**src/rtl/mash_combiner.sv**
```systemverilog
// Noise-cancellation combiner for a cascaded MASH 1-1-1 sigma-delta modulator:
// merges stage carries into a signed offset and forms the saturated divide value.
module mash_combiner #(
  parameter int ORDER = 3,
  parameter int NW    = 8
) (
  input  logic                clk,
  input  logic                rst,
  input  logic                en,
  input  logic                c1,
  input  logic                c2,
  input  logic                c3,
  input  logic [NW-1:0]       n_int,
  output logic signed [3:0]   y,
  output logic [NW-1:0]       div_out,
  output logic                out_valid,
  output logic                sat,
  output logic [15:0]         sat_cnt
);

  generate
    if (ORDER < 1 || ORDER > 3) begin : g_bad_order
      $error("mash_combiner: ORDER must be 1..3");
    end
  endgenerate

  localparam logic [1:0] WU_MAX = 2'(ORDER - 1);

  logic               c1_d1_r, c1_d2_r;
  logic               c2_d1_r, c2_d2_r;
  logic               c3_d1_r, c3_d2_r;
  logic [1:0]         wu_cnt_r;
  logic signed [5:0]  y_sum_s;
  logic signed [NW+1:0] div_sum_s;
  logic [NW-1:0]      div_clamp_s;
  logic               clamp_s;

  // Difference network: each later stage is differentiated one more time
  always_comb begin
    y_sum_s = 6'sd0;
    case (ORDER)
      32'sd1: y_sum_s = $signed({5'd0, c1});
      32'sd2: y_sum_s = $signed({5'd0, c1_d1_r}) + $signed({5'd0, c2})
                      - $signed({5'd0, c2_d1_r});
      32'sd3: y_sum_s = $signed({5'd0, c1_d2_r})
                      + $signed({5'd0, c2_d1_r}) - $signed({5'd0, c2_d2_r})
                      + $signed({5'd0, c3}) - $signed({4'd0, c3_d1_r, 1'b0})
                      + $signed({5'd0, c3_d2_r});
      default: y_sum_s = 6'sd0;
    endcase
  end

  assign div_sum_s = $signed({2'b00, n_int}) + (NW + 2)'(y_sum_s);

  // Clamp the widened sum into the unsigned divide range
  always_comb begin
    div_clamp_s = div_sum_s[NW-1:0];
    clamp_s     = 1'b0;
    if (div_sum_s[NW+1]) begin
      div_clamp_s = {NW{1'b0}};
      clamp_s     = 1'b1;
    end else if (div_sum_s[NW]) begin
      div_clamp_s = {NW{1'b1}};
      clamp_s     = 1'b1;
    end else begin
      div_clamp_s = div_sum_s[NW-1:0];
      clamp_s     = 1'b0;
    end
  end

  // Carry history, warm-up tracking and registered outputs
  always_ff @(posedge clk) begin
    if (rst) begin
      c1_d1_r   <= 1'b0;
      c1_d2_r   <= 1'b0;
      c2_d1_r   <= 1'b0;
      c2_d2_r   <= 1'b0;
      c3_d1_r   <= 1'b0;
      c3_d2_r   <= 1'b0;
      wu_cnt_r  <= 2'd0;
      y         <= 4'sd0;
      div_out   <= {NW{1'b0}};
      out_valid <= 1'b0;
      sat       <= 1'b0;
      sat_cnt   <= 16'd0;
    end else if (en) begin
      c1_d1_r   <= c1;
      c1_d2_r   <= c1_d1_r;
      c2_d1_r   <= c2;
      c2_d2_r   <= c2_d1_r;
      c3_d1_r   <= c3;
      c3_d2_r   <= c3_d1_r;
      wu_cnt_r  <= (wu_cnt_r == WU_MAX) ? wu_cnt_r : wu_cnt_r + 2'd1;
      y         <= y_sum_s[3:0];
      div_out   <= div_clamp_s;
      out_valid <= (wu_cnt_r == WU_MAX);
      sat       <= clamp_s;
      sat_cnt   <= (clamp_s && sat_cnt != 16'hFFFF) ? sat_cnt + 16'd1 : sat_cnt;
    end else begin
      // Idle edge: state holds, per-sample strobes drop
      out_valid <= 1'b0;
      sat       <= 1'b0;
    end
  end

endmodule
```
**config.mk**
```make
export PLATFORM = sky130hd
export DESIGN_NAME = mash_combiner
export DESIGN_NICKNAME = d
export VERILOG_FILES = /design/src/rtl/mash_combiner.sv
export SDC_FILE = /design/constraint.sdc
export NUM_CORES = 1
export LEC_CHECK = 0
export ABC_CLOCK_PERIOD_IN_PS = 13400
export BUFFER_PORTS_ARGS = -buffer_cell sky130_fd_sc_hd__buf_4
export CAP_MARGIN = 10
export CORE_MARGIN = 5
export CORE_UTILIZATION = 30
export DETAILED_ROUTE_END_ITERATION = 10
export GPL_TIMING_DRIVEN = 0
export MAX_ROUTING_LAYER = met4
export PLACE_DENSITY = 0.47
export RECOVER_POWER = 25
export SYNTH_ARGS = -nofsm -noshare
export SYNTH_HDL_FRONTEND = slang
export SYNTH_SLANG_ARGS = --single-unit
```
**constraint.sdc**
```tcl
create_clock -name clk -period 13.4 [get_ports clk]
set_clock_uncertainty 0.05 [all_clocks]
set_input_delay 3.35 -clock clk [delete_from_list [all_inputs] [get_ports clk]]
set_output_delay 3.35 -clock clk [all_outputs]
set_load 0.01 [all_outputs]
```
==> summary.md <==
| Metric | Value |
|---|---|
| Yosys warnings | 0 |
| Post-Layout Cell Count | 397 |
| CP Capture Type | register |
| Vias in the first global route | 1758 |
| DR DRC count | 0 |
| Global route total overflow | 0 |
| Worst Hold Path EP | div_out[2] |
| Ant diodes | 0 |
| Layout fillers | 771 |
| Crit path kind | primary input to register |
| PwrDens | 101 nW/um^2 |
| Post-DP HPWL | 4110 microns |
| Initial antenna violation count | 0 |
| Max_cap viols | 0 |
| Cell breakdown of the critical path | buf_4, inv_1, fa_1, or3b_1, nand2_1, inv_1, ha_1, a21oi_1, nand4b_1, o32ai_2, o211ai_4, buf_6, or3_1, a21oi_1 |
| Worst-path clk slew | 0.08 ns |
| Sequential Area | 761 sq um |
| Clock Sinks | 38 |
| Area of the core | 7140 sq um |
| Hold Slack | 0.413 ns |
| Top FF cell, synth | dfxtp_1 |
| Worst min-delay path startpoint | div_out[2] |
| Seq pwr share | 0.462 |
| Largest area contributor in the netlist | dfxtp_1 |
| Post-synth top area share | 0.351 |
| Die area | 9020 sq um |
| Slowest stage delay, CP | 0.50 ns |
| I/O Pins | 44 |
| # resized after CTS | 0 |
| Post-synth EDFFs | 0 |
| Antenna-violating nets left | 0 |
| Ys async rst share | 0 |
| CP arrival | 6.93 ns |
| Placer Congestion | 0.786 |
| Share of layout cells above drive strength 1 | 0.138 |
| Synth area leaders | dfxtp_1, ha_1, nor2_1 |
| Final nets | 328 |
| DR vias | 1879 |
| Post-Route WL | 5270 microns |
| Status | finished clean |
| Drt pass-1 iters | 4 |
| First-pass GRT wire length | 8800 microns |
| Critical Path Fanout Max | 10 |
| Post-Route Setup TNS | 0 ns |
| Die Span Y | 95.0 microns |
| Number of setup buffers added after CTS | 0 |
| Pin count of the biggest net entering global routing | 13 |
| Post-synthesis sequential area ratio | 0.351 |
| Cell Area, Synth | 2170 sq um |
| F_max | 148 MHz |
| H-tree depth | 2 |
| CTS tree | yes |
| Vias per inst | 4.73 |
| Worst reg2reg path depth | 20 |
| RSZ-0062 raised after global routing | false |
| Critical R2R Launch | c2_d1_r |
| Worst skew pair latency | 0.29 ns |
| FF-to-FF End | sat_cnt[6] |
| Number of synthesized register bits | 38 |
| Min cycle time layout | 6.76 ns |
| Tcrit/Tclk final | 0.505 |
| Library cells used by synthesis | 46 |
| Gate power share | 0.230 |
| Final setup viols | 0 |
| Hold_buf cts | 0 |
| Synth-to-Final Area Change | 21.7% |
| Net Sw Power | 0.0000808 W |
| Post-Syn Area per Cell | 8.70 sq um |
| Final core utilization | 0.370 |
| Multi-input logic area | 1300 sq um |
| Pint | 0.000186 W |
| Initial DRC count | 48 |
| Final hold violations | 0 |
| Commonest cells post-synth | dfxtp_1, nor2_1, nand2_1 |
| Syn Nets | 280 |
| Starting Density | 0.304 |
| Max Root-Sink Buffers | 2 |
| CP required | 13.57 ns |
| P_leak | 1.08 nW |
| Total GRT Usage | 0.127 |
| Worst relative slew slack | 0.622 |
| Buffers on Ports | 41 |
| Peak supply drop | 0.0000341 V |
| Worst setup SP type | primary input |
| Hold depth | 2 |
| Top-count cell post-synth | dfxtp_1 |
| Clock Power Share | 0.308 |
| CP max stage cell | o32ai_2 |
| Die Span X | 95.0 microns |
| Flop2flop setup slack | 8.64 ns |
| Pins Over Slew Limit | 0 |
| Switching Fraction | 0.303 |
| Routed len/inst | 13.3 microns |
| # rows | 31 |
| Worst Tran Pin Value | 0.567 ns |
| Hold crit path type | register to register |
| Root Driver | clkbuf_8 |
| Gate Count Post-Synth | 249 |
| Placed cells | 389 |
| Total CTS buffers | 5 |
==> worst max-delay path, delay by kind of cell <==
kind,cells,cell delay [ns]
AND/OR/NAND/NOR,4,1.22
AO/OA/AOI/OAI,4,1.02
adder cells (fa/ha/maj),2,0.86
buffers and inverters,4,0.46
==> routing by layer <==
metal  vias up  wire (microns)  global-route usage
li1        977               -                   -
met1       860            2570               0.167
met2        38            2470               0.203
met3         4             203              0.0247
met4         0              34              0.0300
met5         -               0                   -
==> sequential cells by signal (all words and copies together) (netlist names), 2 cells and up <==
name,count
div_out,8
sat_cnt,16
wu_cnt_r,2
y,4
==> logic make-up (layout without fill, tap and decap cells) <==
family,Yosys count,after routing,share of synthesized area
mux,8,8,0.0370
xor+xnor,13,13,0.0525
flops,38,38,0.351
compound gates,53,53,0.176
buf+inv,25,74,0.0479
fa+ha+maj,17,17,0.115
simple gates,95,95,0.221
==> placed cells by master, fill, tap and decap left out, drive strengths merged, types with 3 or more instances in the layout <==
master	instances
dfxtp	38
nor2	31
buf	30
clkbuf	26
nand2	19
inv	16
o21ai	16
ha	12
xor2	8
a21oi	8
mux2i	8
a211oi	7
nand3	6
or4	6
nor2b	5
a21o	5
nor3	5
xnor2	5
fa	5
nor4	4
o31ai	4
or3	4
a31oi	3
nand4	3
==> worst max-delay path by stage <==
| stage | startpoint | end | slack [ns] | depth (start not counted) |
|---|---|---|---|---|
| after detailed placement | c3 | sat_cnt[13] | 6.33 | 13 |
| after floorplan | c3 | sat_cnt[6] | 6.92 | 13 |
| after global routing | c3 | sat_cnt[6] | 6.31 | 14 |
| final | c3 | sat_cnt[6] | 6.64 | 14 |
| after global placement | c3 | sat_cnt[13] | 6.35 | 13 |
| after CTS | c3 | sat_cnt[13] | 6.61 | 13 |
==> power groups by stage <==
| stage | Combinational (W) | Clock [W] | Sequential (W) |
|---|---|---|---|
| floorplan | 0.0000411 | 0 | 0.000128 |
| global placement | 0.0000653 | 0 | 0.000126 |
| detailed placement | 0.0000656 | 0 | 0.000126 |
| CTS | 0.0000659 | 0.0000856 | 0.000124 |
| global route | 0.0000700 | 0.0000903 | 0.000124 |
| finish | 0.0000612 | 0.0000822 | 0.000123 |
==> area by class of cell <==
class,instances,area share
multi-input cells,186,0.494
inverters,16,0.0228
clock inverters,2,0.00474
repair buffers,41,0.0954
flip-flops and latches,38,0.288
clock buffers,6,0.0313
plain buffers,9,0.0166
well taps,99,0.0470
==> metrics by stage <==
| stage | setup WS, ns | power [W] | area, sq um |
|---|---|---|---|
| finish | 6.64 | 0.000267 | 2640 |
| global route | 6.31 | 0.000284 | 2640 |
| CTS | 6.61 | 0.000275 | 2690 |
| detailed placement | 6.33 | 0.000192 | 2600 |
| global placement | 6.35 | 0.000191 | 2600 |
| floorplan | 6.92 | 0.000169 | 2170 |
Power figures use the tool's default switching activity.
